**config.mk**
```make
export PLATFORM = sky130hd
export DESIGN_NAME = ov7670_gray_packer
export DESIGN_NICKNAME = d
export VERILOG_FILES = /design/src/rtl/ov7670_gray_packer.sv
export SDC_FILE = /design/constraint.sdc
export NUM_CORES = 1
export LEC_CHECK = 0
export CORE_MARGIN = 2
export CORE_UTILIZATION = 35
export CTS_CLUSTER_SIZE = 12
export DETAILED_ROUTE_END_ITERATION = 8
export MAX_ROUTING_LAYER = met4
export REMOVE_ABC_BUFFERS = 1
export SYNTH_ARGS = -nofsm -noshare
export SYNTH_HDL_FRONTEND = slang
export SYNTH_SLANG_ARGS = --single-unit
```
**constraint.sdc**
```tcl
create_clock -name axis_aclk -period 5.5 [get_ports axis_aclk]
set_input_delay 0.55 -clock axis_aclk [delete_from_list [all_inputs] [get_ports axis_aclk]]
set_output_delay 0.55 -clock axis_aclk [all_outputs]
set_load 0.05 [all_outputs]
```
**src/rtl/ov7670_gray_packer.sv**
```systemverilog
// ov7670_gray_packer: RGB565 -> 8-bit luma, four luma bytes packed per 32-bit
// AXI-Stream word, frame boundaries carried by tlast.
// Optional frame statistics are compiled in when GRAY_PACK_STATS_EN is defined;
// otherwise frame_count, err_count and frame_err are tied to 0.
module ov7670_gray_packer #(
    parameter int FRAME_PIXELS = 76800
) (
    input  logic        axis_aclk,
    input  logic        axis_areset,
    input  logic [15:0] s00_axis_tdata,
    input  logic        s00_axis_tvalid,
    input  logic        s00_axis_tlast,
    output logic        s00_axis_tready,
    output logic [31:0] m00_axis_tdata,
    output logic [3:0]  m00_axis_tkeep,
    output logic        m00_axis_tvalid,
    output logic        m00_axis_tlast,
    input  logic        m00_axis_tready,
    output logic [15:0] frame_count,
    output logic [15:0] err_count,
    output logic        frame_err
);

    // The whole pipeline advances together whenever the output register can
    // accept a new word; this doubles as the upstream ready.
    logic en;
    assign en              = !m00_axis_tvalid || m00_axis_tready;
    assign s00_axis_tready = en;

    // Stage 1 combinational: expand channels to 8 bits and weight them.
    logic [7:0]  r8, g8, b8;
    logic [15:0] luma_sum;
    logic [7:0]  y_next;
    assign r8       = {s00_axis_tdata[15:11], s00_axis_tdata[15:13]};
    assign g8       = {s00_axis_tdata[10:5],  s00_axis_tdata[10:9]};
    assign b8       = {s00_axis_tdata[4:0],   s00_axis_tdata[4:2]};
    // Weights sum to 256, so the worst case is 256*255 = 65280: fits 16 bits.
    assign luma_sum = 16'd77 * 16'(r8) + 16'd150 * 16'(g8) + 16'd29 * 16'(b8);
    assign y_next   = luma_sum[15:8];

    logic       valid1;
    logic       last1;
    logic [7:0] y1;

    // Stage 1 register: luma byte with its valid and frame-end flag.
    always_ff @(posedge axis_aclk or posedge axis_areset) begin
        if (axis_areset) begin
            valid1 <= 1'b0;
            last1  <= 1'b0;
            y1     <= 8'h00;
        end else if (en) begin
            // NOTE: state registers use non-blocking assignments so every
            // register samples the pre-edge values of the others.
            valid1 <= s00_axis_tvalid;
            last1  <= s00_axis_tvalid && s00_axis_tlast;
            y1     <= y_next;
        end
    end

    // Stage 2 state: lane index and bytes 0..2 of the word being built.
    logic [1:0]  idx;
    logic [23:0] acc;
    logic        word_complete;
    logic [31:0] pack_data;
    logic [3:0]  pack_keep;

    assign word_complete = valid1 && ((idx == 2'd3) || last1);

    // Assemble the outgoing word: held bytes below idx, current byte at idx,
    // zeros above. Stale accumulator bytes above idx are masked here, so the
    // accumulator never needs clearing between words.
    always_comb begin
        // NOTE: every output of this block gets a default first, so no path
        // leaves a signal unassigned and no latch is inferred.
        pack_data = 32'h0;
        for (int i = 0; i < 3; i++) begin
            if (2'(i) < idx) pack_data[8*i +: 8] = acc[8*i +: 8];
        end
        pack_data[{idx, 3'b000} +: 8] = y1;
        pack_keep = 4'b1111 >> (2'd3 - idx);
    end

    // Stage 2 register: byte packing and the output word register.
    always_ff @(posedge axis_aclk or posedge axis_areset) begin
        if (axis_areset) begin
            idx             <= 2'd0;
            acc             <= 24'h0;
            m00_axis_tdata  <= 32'h0;
            m00_axis_tkeep  <= 4'h0;
            m00_axis_tlast  <= 1'b0;
            m00_axis_tvalid <= 1'b0;
        end else if (en) begin
            // en high means the held word (if any) is being consumed now, so
            // tvalid simply follows whether a new word is loaded.
            m00_axis_tvalid <= word_complete;
            if (word_complete) begin
                m00_axis_tdata <= pack_data;
                m00_axis_tkeep <= pack_keep;
                m00_axis_tlast <= last1;
                idx            <= 2'd0;
            end else if (valid1) begin
                acc[{idx, 3'b000} +: 8] <= y1;
                idx                     <= idx + 2'd1;
            end
        end
    end

`ifdef GRAY_PACK_STATS_EN
    logic [16:0] pix_cnt;
    logic [17:0] pix_cnt_inc;
    logic        accept;
    logic        length_ok;

    assign accept      = s00_axis_tvalid && en;
    assign pix_cnt_inc = {1'b0, pix_cnt} + 18'd1;
    // A saturated counter yields 2^17 here, which can never match.
    assign length_ok   = (pix_cnt_inc == 18'(FRAME_PIXELS));

    // Frame length check on the input handshake, independent of output stalls.
    always_ff @(posedge axis_aclk or posedge axis_areset) begin
        if (axis_areset) begin
            pix_cnt     <= 17'h0;
            frame_count <= 16'h0;
            err_count   <= 16'h0;
            frame_err   <= 1'b0;
        end else begin
            frame_err <= 1'b0;
            if (accept) begin
                if (s00_axis_tlast) begin
                    pix_cnt     <= 17'h0;
                    frame_count <= frame_count + 16'd1;
                    if (!length_ok) begin
                        frame_err <= 1'b1;
                        if (err_count != 16'hFFFF) err_count <= err_count + 16'd1;
                    end
                end else if (pix_cnt != 17'h1FFFF) begin
                    pix_cnt <= pix_cnt + 17'd1;
                end
            end
        end
    end
`else
    assign frame_count = 16'h0;
    assign err_count   = 16'h0;
    assign frame_err   = 1'b0;
`endif

endmodule

```
# After elaboration in Yosys (flattened, before gate mapping)
# Cells that the tools add are included.
# word_totals
register_bits,74
out_inout_bits,72
word_cells,43
# op_classes
addsub,5
n_lt_le_gt_ge,3
n_reduce_logical,9
mux,7
bitwise_logic,1
shifts,5
n_eq_ne,1
multipliers,3
# ops
cell,count
32-bit bitwise mux,1
"8-bit by 7-bit variable shift with 32-bit output, first input constant",1
8-bit by 7-bit indexed part select with 32-bit output,1
"7-bit by 8-bit multiplier with 15-bit output, first input constant",2
24-bit bitwise mux,1
8-bit 2-to-1 mux,3
"8-bit by 7-bit variable shift with 24-bit output, first input constant",1
8-bit by 7-bit indexed part select with 24-bit output,1
15-bit by 16-bit adder with 16-bit output,1
16-bit by 13-bit adder with 16-bit output,1
"5-bit by 8-bit multiplier with 13-bit output, first input constant",1
5-bit negation with 7-bit output,1
"1-bit by 2-bit less-than comparator with 1-bit output, first input constant",2
2-bit 2-to-1 mux,2
2-bit AND reduction,2
"4-bit by 2-bit >> shifter with 4-bit output, first input constant",1
3-bit AND reduction,1
"2-bit by 1-bit adder with 2-bit output, second input constant",1
"2-bit equality test, second input constant",1
1-bit logical AND,2
1-bit logical OR,2
"2-bit less-than comparator, first input constant",1
2-bit nonzero test,1
"2-bit subtractor, first input constant",1
other kinds (2),2

# Depth between registers and ports, before layout
# logic_depth
depth_word,5
depth_mapped,24
mapped_depth_nobuf,24

# Worst setup path before layout
# Ideal clock, no wire load.
# synth_path
path_kind,input to register
start,in s00_axis_tdata[7]
end,reg y1[7]
t_arrival_ns,5.872
path_buffers,0
path_stages,22
required_ns,5.380
setup_slack_ns,-0.492
path_cell_list,ha_1 ha_1 inv_1 fa_1 fa_1 inv_1 ha_1 o21a_1 a22oi_1 ha_1 inv_1 fa_1 fa_1 fa_1 inv_1 ha_1 a21o_1 a31o_2 a21o_1 a41o_1 a211oi_2 and3b_1
# synth_between
elab_chain_cells,3
# synth_rtl
item,line_no,rtl
from (decl),10,"input logic [15:0] s00_axis_tdata,"
7-bit by 8-bit multiplier with 15-bit output,38,assign luma_sum = 16'd77 * 16'(r8) + 16'd150 * 16'(g8) + 16'd29 * 16'(b8);
15-bit by 16-bit adder with 16-bit output,38,
16-bit by 13-bit adder with 16-bit output,38,
to (signal assigned),56,y1 <= y_next;
to (decl),43,logic [7:0] y1;
# Every way passes these cells.
# A chain may end at the register's enable or synchronous reset.

# Worst setup path after layout
# layout_path
start,in s00_axis_tdata[9]
end,reg y1[7]
# Same word-level chain as after synthesis.

==> run_results.csv <==
group,metric,value,unit
run_status,status,"finished with violations",
run_status,violations,"setup timing",
worst_setup_path,critical_path_arrival,5.77,ns
detailed_routing,drt_first_iter_violations,241,
worst_setup_path,crit_path_max_incr_delay,0.56,ns
synthesis,synth-seq-area-share,28.2,%
global_routing,grt_pass1_wl,23.9,mm
synthesis,syn_area_per_cell,9.48,um^2
detailed_routing,num_vias,4874,
global_routing,grt_max_degree,50,
timing,setup_viol,3,
synthesis,synth_top_area_share,28.2,%
timing,tightest_slew,1.12,ns
detailed_routing,wl_per_cell,13.7,um
timing,rsz0062_at_grt,"yes",
timing,finalHoldViolations,0,
die,die-width,141,um
timing,slew_headroom,25.0,%
synthesis,synth-async-reset-ratio,100,%
clock_tree,worstSkewPairLatency,0.33,ns
run,drv_cap,0,
worst_setup_path,worst-setup-path-type,"in2reg",
detailed_routing,antenna_left,0,
detailed_routing,wl,14.1,mm
worst_setup_path,cp-end-kind,"register",
timing,whs,0.464,ns
layout,antennaDiodeCount,0,
die,die_y,141,um
synthesis,yosysMostFrequentCell,"inv_1",
die,ios,93,
timing,fin_crit_sh,101,%
timing,fin_tns_setup,-0.0896,ns
detailed_routing,viasPerCell,4.72,
clock_tree,clock-sinks,74,
synthesis,synth_common_cells,"98 x inv_1, 89 x ha_1, 88 x nand2_1, 74 x dfrtp_1, 56 x o21ai_0",
clock_tree,ctsHoldBuffers,0,
synthesis,yosys_warnings,0,
clock_tree,cts_tree,"done",
placement,io_buffers,59,
worst_setup_path,cp.required,5.71,ns
worst_setup_path,critPathSlowestCell,"fa_1",
layout,nNetsFinal,958,
detailed_routing,first_pass_iters,5,
clock_tree,clk_path_buf_depth,2,
global_routing,antenna_found_initial,0,
timing,fmax,180,MHz
clock_tree,cts_buffers,9,
timing,setup_ws,-0.0538,ns
clock_tree,cts_root_buffer,"clkbuf_16",
global_routing,grt_use_total,15.1,%
worst_setup_path,crit_path_frequent_cell,"fa_1",
min_path,hold_class,"reg2reg",
placement,dpl.cell_count,1012,
global_routing,grt_pass1_vias,4979,
global_routing,grt.overflow.total,0,
clock_tree,clk_pin_slew,0.07,ns
clock_tree,cts_max_level,3,
synthesis,ys.flop_type,"dfrtp_1",
die,dieArea,19900,um^2
placement,hpwl,10.8,mm
synthesis,yosysUniqueCellTypes,56,
die,coreArea,18500,um^2
placement,dp_slack,-1.13,ns
layout,final_cells,1033,
synthesis,ys_ff_latch,74,
synthesis,yosys-top-cells-area,"dfrtp_1 28%, ha_1 17%, fa_1 16%",
worst_setup_path,cp_max_fo,4,
timing,drv_slew,0,
worst_setup_path,worstPathCellList,"buf_8 > ha_4 > ha_4 > inv_2 > fa_1 > fa_1 > inv_2 > ha_4 > xnor2_2 > fa_1 > inv_2 > fa_1 > fa_2 > fa_1 > inv_2 > ha_4 > o21ai_2 > a32oi_2 > a41o_1 > nand4_1 > and3b_1",
detailed_routing,drc,0,
layout,drive_gt1_share,19.0,%
placement,gp_congestion,0.846,
worst_setup_path,start_kind,"input port",
timing,period_needed,5.55,ns
die,initial_utilization,35.4,%
synthesis,synth_cells,692,
synthesis,synth_edf_count,0,
layout,area_growth,28.5,%
timing,skew,0.0101,ns
layout,fillCellCount,1735,
synthesis,synth_top_cell_by_area,"dfrtp_1",
synthesis,synth_area,6560,um^2
die,row_count,50,
## cell type report
cell class	instances	area, um^2	area share, %
Multi-Input combinational cell	491	4540	53.8
Sequential cell	74	1850	22.0
Timing Repair Buffer	119	1050	12.5
Inverter	99	372	4.41
Tap cell	234	293	3.47
Clock buffer	9	225	2.67
Clock inverter	7	101	1.20
## final timing paths
| check | from | depth (start not counted) | end | slack [ns] |
|---|---|---|---|---|
| setup / recovery | s00_axis_tdata[9] | 21 | y1[7] | -0.05 |
| min in group asynchronous | axis_areset | 2 | m00_axis_tkeep[0] | 0.58 |
| max in group asynchronous | axis_areset | 3 | y1[5] | 3.88 |
| hold / removal | m00_axis_tkeep[0] | 1 | m00_axis_tkeep[0] | 0.46 |
| setup reg to reg | idx[1] | 5 | acc[5] | 2.50 |
| hold reg to reg | m00_axis_tkeep[0] | 1 | m00_axis_tkeep[0] | 0.46 |
## kinds of logic (layout without fill, tap and decap cells)
kind of cell | Yosys count | count (layout) | share of synthesized area [%]
adder cells (fa/ha/maj) | 143 | 143 | 33.5
AND/OR/NAND/NOR | 155 | 155 | 10.9
flip-flops | 74 | 74 | 28.2
XOR/XNOR | 12 | 12 | 1.60
multiplexers | 1 | 1 | 0.153
buffers and inverters | 159 | 234 | 11.2
other | 1 | 33 | 0.0572
AO/OA/AOI/OAI | 147 | 147 | 14.4
## repair_timing
action | in CTS | in global routing
setup endpoints to repair | 8 | 7
buffers inserted | 5 | 1
gates resized for setup | 90 | 17
pin swaps | 53 | 15
gates cloned | 0 | 0
## state kept, by name, indices dropped and copies added (netlist names)
signal,flops
acc,24
idx,2
last1,1
m00_axis_tdata,32
m00_axis_tkeep,4
m00_axis_tlast,1
m00_axis_tvalid,1
valid1,1
y1,8
## critical path, delay by kind of cell
kind | cells | cell delay, ns
AOI/OAI and AO/OA | 3 | 0.54
adders and majority gates | 10 | 4.00
xor gates and xnor gates | 1 | 0.13
and+or+nand+nor | 2 | 0.27
buffers and inverters | 5 | 0.27
## through the flow
step	area (um^2)	utilization, %
finish	8430	45.5
global route	8430	45.5
CTS	8360	45.1
detailed placement	7620	41.2
global placement	7620	41.2
floorplan	6320	-
## cell usage in the layout (no fill, tap or decap), drive strengths merged, types with 9 or more instances in the layout
master / instances
nor2b: 11
buf: 65
clkbuf: 10
nand2: 88
inv: 101
fa: 54
o21ai: 59
a21oi: 23
clkdlybuf4s50: 53
a22oi: 9
conb: 33
nor2: 26
ha: 89
a31oi: 11
dfrtp: 74
a22o: 17
## routing by layer
metal	part of all wire, %	global-route usage (%)	wire length (um)
met1	46	19.9	6510
met2	50	25.4	6990
met3	2.5	1.32	352
met4	1.8	3.68	247
met5	0	-	0
Power is left out: the tool's default activity adds up to more than one toggle a clock period on the data nets, which glitch-free logic cannot reach.
